$ cat src/rtl/router_pkg.sv
// Shared NoC types: flit/packet layout, router address, and the ejection-side
// depacketizer FSM and error-classification enums.
package router_pkg;

  localparam int FLIT_SIZE    = 19;
  localparam int NUM_OF_FLITS = 4;
  localparam int PACKET_SIZE  = FLIT_SIZE * NUM_OF_FLITS;

  typedef enum logic [1:0] {
    HEAD      = 2'b00,
    TAIL      = 2'b01,
    BODY      = 2'b10,
    NONE_FLIT = 2'b11
  } FLIT_TYPE_t;

  typedef struct packed {
    logic       valid;
    FLIT_TYPE_t flit_type;
    logic [15:0] data;
  } FLIT_t;

  // First field lands in the MSBs, so head occupies [75:57].
  typedef struct packed {
    FLIT_t head;
    FLIT_t body1;
    FLIT_t body2;
    FLIT_t tail;
  } PACKET_t;

  typedef struct packed {
    logic [7:0] xaddr;
    logic [7:0] yaddr;
  } ROUTER_CONFIG;

  typedef enum logic [2:0] {
    RX_HEAD  = 3'd0,
    RX_BODY1 = 3'd1,
    RX_BODY2 = 3'd2,
    RX_TAIL  = 3'd3,
    RX_HOLD  = 3'd4
  } RX_STATE_t;

  typedef enum logic [1:0] {
    ERR_NONE       = 2'd0,
    ERR_NO_HEAD    = 2'd1,
    ERR_EARLY_HEAD = 2'd2,
    ERR_BAD_TYPE   = 2'd3
  } RX_ERR_t;

endpackage

$ cat src/rtl/rx_sat_counter.sv
// Event counter that sticks at all-ones instead of wrapping.
module rx_sat_counter #(
  parameter int W = 16
) (
  input  logic         clk,
  input  logic         rst_n,
  input  logic         clear,
  input  logic         inc,
  output logic [W-1:0] count
);

  // NOTE: state is updated only with non-blocking assignments so every flop
  // samples its inputs at the same edge, independent of block ordering.
  always_ff @(posedge clk or negedge rst_n) begin
    if (!rst_n) begin
      count <= '0;
    end else if (clear) begin
      count <= '0;
    end else if (inc && (count != {W{1'b1}})) begin
      count <= count + W'(1);
    end
  end

endmodule

$ cat src/rtl/ni_rx_depacketizer.sv
// Ejection side of the network interface: reassembles head/body/body/tail
// flits from the router LOCAL port into one packet for the tile core.
module ni_rx_depacketizer
  import router_pkg::*;
#(
  parameter int CNT_W = 16
) (
  input  logic                   clk,
  input  logic                   rst_n,
  input  logic [15:0]            router_conf,
  input  logic [FLIT_SIZE-1:0]   in_flit,
  output logic                   in_ready,
  output logic                   pkt_valid,
  input  logic                   pkt_ready,
  output logic [PACKET_SIZE-1:0] pkt_data,
  output logic                   pkt_misrouted,
  output logic [CNT_W-1:0]       pkt_count,
  output logic [CNT_W-1:0]       err_count
);

  FLIT_t        flit;
  ROUTER_CONFIG conf;
  RX_STATE_t    state, state_nxt;
  RX_ERR_t      err_kind;
  PACKET_t      pkt_q;
  logic         misrouted_q;
  logic         flit_acc, handshake;
  logic         store_head, store_body1, store_body2, store_tail;

  assign flit = in_flit;
  assign conf = router_conf;

  // While holding a packet, a new flit can only enter on the handshake cycle.
  assign in_ready  = (state != RX_HOLD) || pkt_ready;
  assign pkt_valid = (state == RX_HOLD);
  assign flit_acc  = flit.valid && in_ready;
  assign handshake = pkt_valid && pkt_ready;

  always_comb begin
    // NOTE: every output of this block gets a default first, so no path
    // leaves a signal unassigned and no latch is inferred.
    state_nxt   = state;
    err_kind    = ERR_NONE;
    store_head  = 1'b0;
    store_body1 = 1'b0;
    store_body2 = 1'b0;
    store_tail  = 1'b0;
    case (state)
      RX_HEAD, RX_HOLD: begin
        if (state == RX_HOLD && handshake && !flit_acc) begin
          state_nxt = RX_HEAD;
        end else if (flit_acc) begin
          if (flit.flit_type == HEAD) begin
            store_head = 1'b1;
            state_nxt  = RX_BODY1;
          end else begin
            err_kind  = ERR_NO_HEAD;
            state_nxt = RX_HEAD;
          end
        end
      end
      RX_BODY1, RX_BODY2, RX_TAIL: begin
        if (flit_acc) begin
          if (flit.flit_type == HEAD) begin
            // A fresh head restarts reassembly rather than being lost.
            err_kind   = ERR_EARLY_HEAD;
            store_head = 1'b1;
            state_nxt  = RX_BODY1;
          end else if (state == RX_BODY1 && flit.flit_type == BODY) begin
            store_body1 = 1'b1;
            state_nxt   = RX_BODY2;
          end else if (state == RX_BODY2 && flit.flit_type == BODY) begin
            store_body2 = 1'b1;
            state_nxt   = RX_TAIL;
          end else if (state == RX_TAIL && flit.flit_type == TAIL) begin
            store_tail = 1'b1;
            state_nxt  = RX_HOLD;
          end else begin
            err_kind  = ERR_BAD_TYPE;
            state_nxt = RX_HEAD;
          end
        end
      end
      default: state_nxt = RX_HEAD;
    endcase
  end

  // NOTE: the packet buffer is reset as well, so pkt_data reads zero out of
  // reset instead of whatever the flops powered up with.
  always_ff @(posedge clk or negedge rst_n) begin
    if (!rst_n) begin
      state       <= RX_HEAD;
      pkt_q       <= '0;
      misrouted_q <= 1'b0;
    end else begin
      state <= state_nxt;
      if (store_head) begin
        pkt_q.head  <= flit;
        misrouted_q <= (flit.data[15:8] != conf.xaddr) ||
                       (flit.data[7:0]  != conf.yaddr);
      end
      if (store_body1) pkt_q.body1 <= flit;
      if (store_body2) pkt_q.body2 <= flit;
      if (store_tail)  pkt_q.tail  <= flit;
    end
  end

  assign pkt_data      = pkt_q;
  assign pkt_misrouted = misrouted_q;

  rx_sat_counter #(.W(CNT_W)) u_pkt_cnt (
    .clk   (clk),
    .rst_n (rst_n),
    .clear (1'b0),
    .inc   (handshake),
    .count (pkt_count)
  );

  rx_sat_counter #(.W(CNT_W)) u_err_cnt (
    .clk   (clk),
    .rst_n (rst_n),
    .clear (1'b0),
    .inc   (err_kind != ERR_NONE),
    .count (err_count)
  );

endmodule

$ cat config.mk
export PLATFORM = sky130hd
export DESIGN_NAME = ni_rx_depacketizer
export DESIGN_NICKNAME = d
export VERILOG_FILES = /design/src/rtl/router_pkg.sv /design/src/rtl/rx_sat_counter.sv /design/src/rtl/ni_rx_depacketizer.sv
export SDC_FILE = /design/constraint.sdc
export NUM_CORES = 1
export LEC_CHECK = 0
export CAP_MARGIN = 20
export CORE_MARGIN = 2
export CORE_UTILIZATION = 25
export DETAILED_ROUTE_END_ITERATION = 12
export PLACE_DENSITY_LB_ADDON = 0.1
export SKIP_CTS_REPAIR_TIMING = 1
export SLEW_MARGIN = 20
export SYNTH_ARGS = -nofsm -noshare
export SYNTH_HDL_FRONTEND = slang
export SYNTH_SLANG_ARGS = --single-unit
$ cat constraint.sdc
create_clock -name clk -period 1.8 [get_ports clk]
set_input_delay 0.36 -clock clk [delete_from_list [all_inputs] [get_ports clk]]
set_output_delay 0.36 -clock clk [all_outputs]
set_load 0.02 [all_outputs]
==> impl_metrics.toml, run 1 <==
[outcome]
status = "completed"

[power]
cell_internal_pwr_w = 0.00523
pwr-share-clk_pct = 25.7
powerDensity_mw_per_mm2 = 1030
combPwrFrac_pct = 31.9
vdd.ir_drop.worst_v = 0.000609
power_frac_seq_pct = 42.4
p_total_w = 0.00758
switching_share_pct = 31.0
p_leak_nw = 3.70
p_sw_w = 0.00235

[worst_setup_path]
crit_buf_inv = 1
cp_top_family = "simple AND/OR/NAND/NOR gates"
cp_max_fo = 2
reg2reg_depth = 7
rr_endpoint = "u_pkt_cnt.count[15]$_DFFE_PN0P_"
start_kind = "register"
worstSetupPathDepth = 3
required_ns = 1.44
crit_chain = "nor3b_4 > or2b_1 > clkbuf_2"
crit_end = "in_ready"
reg2reg_from = "u_pkt_cnt.count[0]$_DFFE_PN0P_"
worstSetupEndpointType = "output port"
r2r_slack_ns = 0.10
max_stage_delay_ns = 0.41
arrival_ns = 1.43
critical_path_class = "register to output port"
cp_slowest_cell = "dfrtp_1"
crit_start = "state[0]$_DFFE_PN0P_"

[layout]
fillers = 1819
multi_input_area_mm2 = 0.00191
drive_gt1_share_pct = 27.2
fin_util_pct = 39.4
antenna_cells = 0
area_delta_synth_final_pct = 55.3
fin_nets = 597
register_area_mm2 = 0.00281

[yosys]
syn_inst = 353
synth_area_mm2 = 0.00473
yosysWarnings = 0
ys_seq_area_share_pct = 59.3
avgSynthCellArea_um2 = 13.4
syn_nets = 393
ys_types = 35
synth-seq-cells = 112

[place]
gp_congestion = 0.770
hpwl_um = 9290
preCtsSetupSlack_ns = -0.277
numPortBuffers = 148

[global_routing]
overflow = 0
grtUsageTotal_pct = 13.3
antenna_found_initial = 0
grt_max_degree = 69
grt_pass1_vias = 3562
grt_pass1_wl_um = 20300

[clocking]
clk_pin_slew_worst_paths_ns = 0.08
numCtsBuffers = 9
clock_sinks = 112
root_buffer = "clkbuf_16"
clk_latency_ns = 0.35
h-tree-depth = 3
cts_tree = "yes"
clk_path_buf_depth = 2

[routing]
drtIter0Drc = 102
routed-via-count = 3444
ant_nets = 0
vias_per_cell = 4.33
avgRoutedWirePerCell_um = 16.2
first_pass_iters = 4
drc = 0
drt_wl_total_um = 12900

[timing]
timing.final.crit_period_ns = 1.79
worst_pin_slew_ns = 0.390
setup_viol = 0
report.final.slew_viol_count = 0
hold_viol_final = 0
slew_headroom_pct = 74.0
rsz0062_at_grt = "true"
setup_ws_ns = 0.0116
max_freq_ghz = 0.559
setup_tns_ns = 0
period_share_pct = 99.4
skew_ns = 0.00676

[floorplan]
dieArea_mm2 = 0.0200
initial_utilization_pct = 25.4
die-height_um = 142
die_w_um = 142
core_area_mm2 = 0.0186
core.rowCount = 50
ios = 149

[run]
maxCapViolCount = 0

[hold_path]
hold_class = "register to register"
## metrics by stage
step	cells	hold slack (ns)	cell area [µm²]
after floorplan	353	0.0644	4740
after global placement	778	0.368	6930
after detailed placement	778	0.375	6930
after CTS	794	-0.00901	7210
after global routing	796	0.493	7340
final	796	0.476	7340
## cell usage in the layout (no fill, tap or decap), types with 5 or more instances in the layout
cell / count
clkdlybuf4s50_1: 115
dfrtp_1: 109
mux2_2: 66
buf_4: 48
xnor2_1: 42
dlymetal6s2s_1: 31
nand2_1: 19
nand3_1: 16
nand4_1: 14
and2_1: 10
clkbuf_16: 9
nor2_1: 8
nand2b_1: 8
and3_1: 7
buf_12: 6
nor2b_1: 5
## how the worst min path moves through the flow
stage | startpoint | end | slack, ns | cells past startpoint
after global routing | pkt_data[16]$_DFFE_PN0P_ | pkt_data[16]$_DFFE_PN0P_ | 0.49 | 1
final | pkt_data[36]$_DFFE_PN0P_ | pkt_data[36]$_DFFE_PN0P_ | 0.48 | 1
after global placement | rst_n | u_err_cnt.count[10]$_DFFE_PN0P_ | 0.37 | 2
after detailed placement | rst_n | u_err_cnt.count[12]$_DFFE_PN0P_ | 0.37 | 2
after CTS | rst_n | u_err_cnt.count[12]$_DFFE_PN0P_ | -0.009 | 2
after floorplan | rst_n | pkt_data[0]$_DFFE_PN0P_ | 0.06 | 0
## layer usage
| layer | routed length, µm | track usage (%) |
|---|---|---|
| met3 | 676 | 3.14 |
| met1 | 5890 | 17.8 |
| met5 | 0 | 0 |
| met4 | 261 | 5.63 |
| met2 | 6060 | 20.8 |
## Yosys cell counts
library cell,n,area (µm²)
nand4_1,14,87.6
a2111oi_4,1,27.5
and4_1,1,8.76
nor3_1,2,10.0
clkbuf_1,1,3.75
and4b_1,1,10.0
and3_1,7,43.8
xor2_1,3,26.3
a31o_2,1,8.76
o211a_1,1,10.0
mux2_2,66,743
nand3_2,1,10.0
a41oi_1,1,8.76
nand2_1,19,71.3
nand4b_1,1,8.76
dfrtp_1,112,2800
nor2_1,8,30.0
a31oi_1,3,18.8
buf_2,7,35.0
o21ai_0,3,15.0
a21oi_1,3,15.0
nand3_1,17,85.1
buf_6,2,22.5
xnor2_1,42,368
or2b_1,2,15.0
and2_1,11,68.8
nor4_1,2,12.5
nand2b_1,8,50.1
nor2b_1,5,31.3
nor3b_4,1,18.8
inv_1,2,7.51
nand4_2,1,12.5
ha_1,2,25.0
a211oi_1,1,7.51
a21oi_2,1,8.76
## power by group through the flow
stage	clock (W)	combinational [W]	sequential, W
3_5_place_dp	0	0.00245	0.00326
3_3_place_gp	0	0.00244	0.00324
6_report	0.00195	0.00242	0.00321
2_1_floorplan	0	0.000546	0.00379
5_1_grt	0.00215	0.00259	0.00327
4_1_cts	0.00204	0.00246	0.00321
## kinds of logic (layout without fill, tap and decap cells)
logic type / count (synthesis) / after routing / synth area share (%)
flip-flops: 112 / 112 / 59.3
AND/OR/NAND/NOR: 101 / 101 / 12.1
multiplexers: 66 / 66 / 15.7
XOR/XNOR: 45 / 45 / 8.34
AO/OA/AOI/OAI: 15 / 15 / 2.54
buffers and inverters: 12 / 221 / 1.46
adder cells (fa/ha/maj): 2 / 2 / 0.529
## sequential cells by signal, summed over array words and instances (netlist names)
name and count:
state 3, u_pkt_cnt.count 16, pkt_data 76, pkt_misrouted 1
u_err_cnt.count 16
## cell type report
| class | count | share of cell area, % |
|---|---|---|
| clock buffers | 11 | 3.31 |
| clock inverters | 5 | 0.562 |
| inverters | 2 | 0.102 |
| multi-input cells | 229 | 26.0 |
| flip-flops and latches | 112 | 38.2 |
| well taps | 234 | 3.99 |
| repair buffers | 203 | 27.9 |
No activity file was read; power rests on OpenSTA's default activity.
==> run 2: changes to the inputs <==
Settings changed: CORE_UTILIZATION 25 to 42, PLACE_DENSITY from default to 0.76, PLACE_DENSITY_LB_ADDON 0.1 to default.
==> impl_metrics.toml, run 2 (synthesized netlist as in run 1, its figures left out) <==
[worst_setup_path]
worstSetupEndpointType = "output port"
reg2reg_depth = 6
reg2reg_from = "u_pkt_cnt.count[0]$_DFFE_PN0P_"
crit_buf_inv = 1
critical_path_class = "register to output port"
cp_top_family = "buffers and inverters"
start_kind = "register"
arrival_ns = 1.41
required_ns = 1.44
crit_chain = "clkdlybuf4s50_1"
cp_max_fo = 4
r2r_slack_ns = 0.11
cp_slowest_cell = "clkdlybuf4s50_1"
rr_endpoint = "u_pkt_cnt.count[15]$_DFFE_PN0P_"
max_stage_delay_ns = 0.64

[timing]
period_share_pct = 98.3
setup_viol = 0
timing.final.crit_period_ns = 1.77
max_freq_ghz = 0.565
setup_tns_ns = 0
fin_hold_ws_ns = 0.450
worst_pin_slew_ns = 0.397
hold_viol_final = 0
skew_ns = 0.00978
report.final.slew_viol_count = 0
rsz0062_at_grt = "true"
slew_headroom_pct = 73.5

[place]
numPortBuffers = 148
hpwl_um = 8600
post_dp_cell_area_mm2 = 0.00676
gp_congestion = 0.794

[global_routing]
grt_pass1_vias = 3596
grt_pass1_wl_um = 18000
overflow = 0
grtUsageTotal_pct = 19.6
antenna_found_initial = 0
grt_max_degree = 51

[layout]
largest_reg_flops = 76
layout_commonest_cell = "clkdlybuf4s50_1"
area_delta_synth_final_pct = 51.0
fin_area_mm2 = 0.00714
fillers = 848
drive_gt1_share_pct = 26.1
antenna_cells = 0
register_area_mm2 = 0.00281
final_cell_mix = "clkdlybuf4s50_1, dfrtp_1, mux2_2"
fin_nets = 590
multi_input_area_mm2 = 0.00191
fin_util_pct = 65.3

[floorplan]
dieArea_mm2 = 0.0121
die-height_um = 110
core_area_mm2 = 0.0109
initial_utilization_pct = 43.2
die_w_um = 110
ios = 149
core.rowCount = 38

[clocking]
cts_tree = "yes"
h-tree-depth = 3
clock_sinks = 112
root_buffer = "clkbuf_16"
clk_latency_ns = 0.34
clk_pin_slew_worst_paths_ns = 0.08
clk_path_buf_depth = 2
numCtsBuffers = 9

[routing]
routed-via-count = 3523
avgRoutedWirePerCell_um = 16.8
ant_nets = 0
drc = 0
first_pass_iters = 4
drt_wl_total_um = 11700
vias_per_cell = 5.07
drtIter0Drc = 116

[power]
powerDensity_mw_per_mm2 = 1040
vdd.ir_drop.worst_v = 0.000745
pwr-share-clk_pct = 24.8
p_leak_nw = 3.52
power_frac_seq_pct = 43.5
switching_share_pct = 30.6
combPwrFrac_pct = 31.7
p_sw_w = 0.00227
p_total_w = 0.00742
cell_internal_pwr_w = 0.00515

[outcome]
status = "completed"

[hold_path]
hold_class = "primary input to async pin"

[run]
maxCapViolCount = 0
-- run 2: how the worst max path moves through the flow --
| stage | from | end | slack [ns] | depth (start not counted) |
|---|---|---|---|---|
| 5_1_grt | state[1]$_DFFE_PN0P_ | in_ready | -0.02 | 3 |
| 3_5_place_dp | in_flit[17] | pkt_data[47]$_DFFE_PN0P_ | -0.22 | 6 |
| 3_3_place_gp | in_flit[17] | pkt_data[45]$_DFFE_PN0P_ | -0.17 | 6 |
| 6_report | u_pkt_cnt.count[4]$_DFFE_PN0P_ | pkt_count[4] | 0.03 | 1 |
| 4_1_cts | state[0]$_DFFE_PN0P_ | in_ready | -0.36 | 3 |
| 2_1_floorplan | u_err_cnt.count[0]$_DFFE_PN0P_ | u_err_cnt.count[1]$_DFFE_PN0P_ | -0.03 | 6 |
-- run 2: through the flow --
step	worst slack, ns	std cells
after floorplan	-0.0338	353
after global placement	-0.169	677
after detailed placement	-0.223	677
after CTS	-0.364	693
after global routing	-0.0220	695
final	0.0300	695
-- run 2: power groups by stage --
stage                     combinational [W]  clock, W  sequential [W]
final                               0.00235   0.00184         0.00323
after global routing                0.00251   0.00198         0.00329
after CTS                           0.00238   0.00189         0.00324
after detailed placement            0.00237         0         0.00328
after global placement              0.00232         0         0.00326
after floorplan                    0.000546         0         0.00379
-- run 2: per-layer routing --
layer	up-vias	part of all wire (%)	track usage, %	wire [µm]
li1	1639	-	-	-
met1	1769	41	24.1	4760
met2	92	52	33.8	6040
met3	23	4.5	3.88	525
met4	0	2.8	7.77	321
met5	-	0	0	0
-- run 2: cell type report --
class,instances,area share [%]
flip-flops and latches,112,39.3
repair buffers,196,27.6
multi-input cells,229,26.7
clock buffers,11,3.26
well taps,140,2.45
clock inverters,5,0.578
inverters,2,0.105
==> run 3: changes to the inputs <==
--- a/config.mk
+++ b/config.mk
@@ -9,4 +9,5 @@
 export CORE_MARGIN = 2
 export CORE_UTILIZATION = 42
+export CTS_CLUSTER_SIZE = 8
 export DETAILED_ROUTE_END_ITERATION = 12
 export PLACE_DENSITY = 0.76
==> constraint.sdc (replaced) <==
create_clock -name clk -period 1.8 [get_ports clk]
set_input_delay 0.27 -clock clk [delete_from_list [all_inputs] [get_ports clk]]
set_output_delay 0.27 -clock clk [all_outputs]
set_load 0.02 [all_outputs]
==> impl_metrics.toml, run 3 (synthesized netlist as in run 1, its figures left out) <==
[layout]
final_cell_mix = "clkdlybuf4s50_1, dfrtp_1, mux2_2"
final_cell_count_no_fill = 691
layout_commonest_cell = "clkdlybuf4s50_1"
area_delta_synth_final_pct = 49.3
fin_nets = 586
drive_gt1_share_pct = 25.4
antenna_cells = 0
largest_reg_flops = 76
fillers = 872

[worst_setup_path]
arrival_ns = 1.47
critical_path_class = "register to output port"
rr_endpoint = "u_err_cnt.count[1]$_DFFE_PN0P_"
reg2reg_depth = 6
worstSetupEndpointType = "output port"
reg2reg_from = "u_err_cnt.count[1]$_DFFE_PN0P_"
crit_end = "pkt_count[5]"
cp_slowest_cell = "clkdlybuf4s50_1"
crit_chain = "clkdlybuf4s50_1"
max_stage_delay_ns = 0.66
crit_buf_inv = 1
cp_top_family = "buffers and inverters"
crit_start = "u_pkt_cnt.count[5]$_DFFE_PN0P_"
cp_max_fo = 5
worstSetupPathDepth = 1
required_ns = 1.53
r2r_slack_ns = 0.07
start_kind = "register"

[power]
p_leak_nw = 3.13
vdd.ir_drop.worst_v = 0.000806
p_total_w = 0.00749
powerDensity_mw_per_mm2 = 1060

[clocking]
clk_pin_slew_worst_paths_ns = 0.07
numCtsBuffers = 9
root_buffer = "clkbuf_16"
cts_tree = "yes"
clk_path_buf_depth = 2
clock_sinks = 112
h-tree-depth = 3
clk_latency_ns = 0.34

[floorplan]
die-height_um = 110
initial_utilization_pct = 43.2
ios = 149
die_w_um = 110
core.rowCount = 38
core_area_mm2 = 0.0109
dieArea_mm2 = 0.0121

[place]
gp_congestion = 0.797
hpwl_um = 8370
numPortBuffers = 148
dp_cells = 671

[timing]
report.final.slew_viol_count = 0
rsz0062_at_grt = "true"
fin_hold_ws_ns = 0.448
hold_viol_final = 0
timing.final.crit_period_ns = 1.74
max_freq_ghz = 0.575
period_share_pct = 96.6
setup_viol = 0
worst_pin_slew_ns = 0.439
slew_headroom_pct = 70.7
skew_ns = 0.0104

[routing]
drtIter0Drc = 93
drt_wl_total_um = 11500
first_pass_iters = 4
drc = 0
vias_per_cell = 5.01
ant_nets = 0
routed-via-count = 3464
avgRoutedWirePerCell_um = 16.7

[global_routing]
grt_pass1_vias = 3632
grt_max_degree = 36
grt_pass1_wl_um = 18100
overflow = 0
antenna_found_initial = 0
grtUsageTotal_pct = 19.4

[outcome]
status = "completed"

[hold_path]
hold_class = "primary input to async pin"

[run]
maxCapViolCount = 0
## run 3: cell count changes in the layout (fill, tap and decap cells not counted), sizes merged
cell | before | now
dlymetal6s2s | 23 | 1
clkdlybuf4s50 | 123 | 145
clkinv | 2 | 3
clkinvlp | 1 | 0
buf | 49 | 44
clkbuf | 11 | 12
## run 3: worst min-delay path by stage
| stage | end | slack [ns] | cells after the start |
|---|---|---|---|
| 2_1_floorplan | pkt_data[0]$_DFFE_PN0P_ | -0.03 | 0 |
| 3_3_place_gp | pkt_data[61]$_DFFE_PN0P_ | 0.26 | 1 |
| 3_5_place_dp | pkt_data[61]$_DFFE_PN0P_ | 0.26 | 1 |
| 4_1_cts | pkt_data[19]$_DFFE_PN0P_ | -0.12 | 1 |
| 5_1_grt | pkt_data[61]$_DFFE_PN0P_ | 0.47 | 2 |
| 6_report | pkt_data[61]$_DFFE_PN0P_ | 0.45 | 2 |
## run 3: area by class of cell
type	instances	area, µm²	share of cell area [%]
Timing Repair Buffer	192	1880	26.7
Multi-Input combinational cell	229	1900	26.9
Inverter	2	7.51	0.106
Tap cell	140	175	2.48
Sequential cell	112	2810	39.8
Clock buffer	11	243	3.44
Clock inverter	5	40.0	0.567
## run 3: power by group
part	leakage [nW]	internal (W)	switching, W	total [W]
combinational	1.54	0.00124	0.00111	0.00235
sequential	1.45	0.00296	0.000275	0.00323
clock	0.140	0.000992	0.000914	0.00191
total	3.13	0.00519	0.00230	0.00749
## run 3: per-layer routing
metal,GRT usage (%),up-vias,wire length [µm],share of wire [%]
met1,25.4,1736,4820,42
met4,7.23,0,278,2.4
met2,31.9,92,5880,51
met3,3.88,19,542,4.7
met5,0,-,0,0
li1,-,1617,-,-
## run 3: per-stage QoR
stage | setup WS [ns] | TNS (ns) | utilization [%] | cell area, µm²
after floorplan | -0.0338 | -0.0338 | - | 4740
after global placement | -0.0832 | -3.26 | 61.4 | 6710
after detailed placement | -0.0852 | -3.72 | 61.4 | 6710
after CTS | -0.321 | -0.542 | 64.0 | 6990
after global routing | -0.0409 | -0.0818 | 64.5 | 7060
final | 0.0619 | 0 | 64.5 | 7060
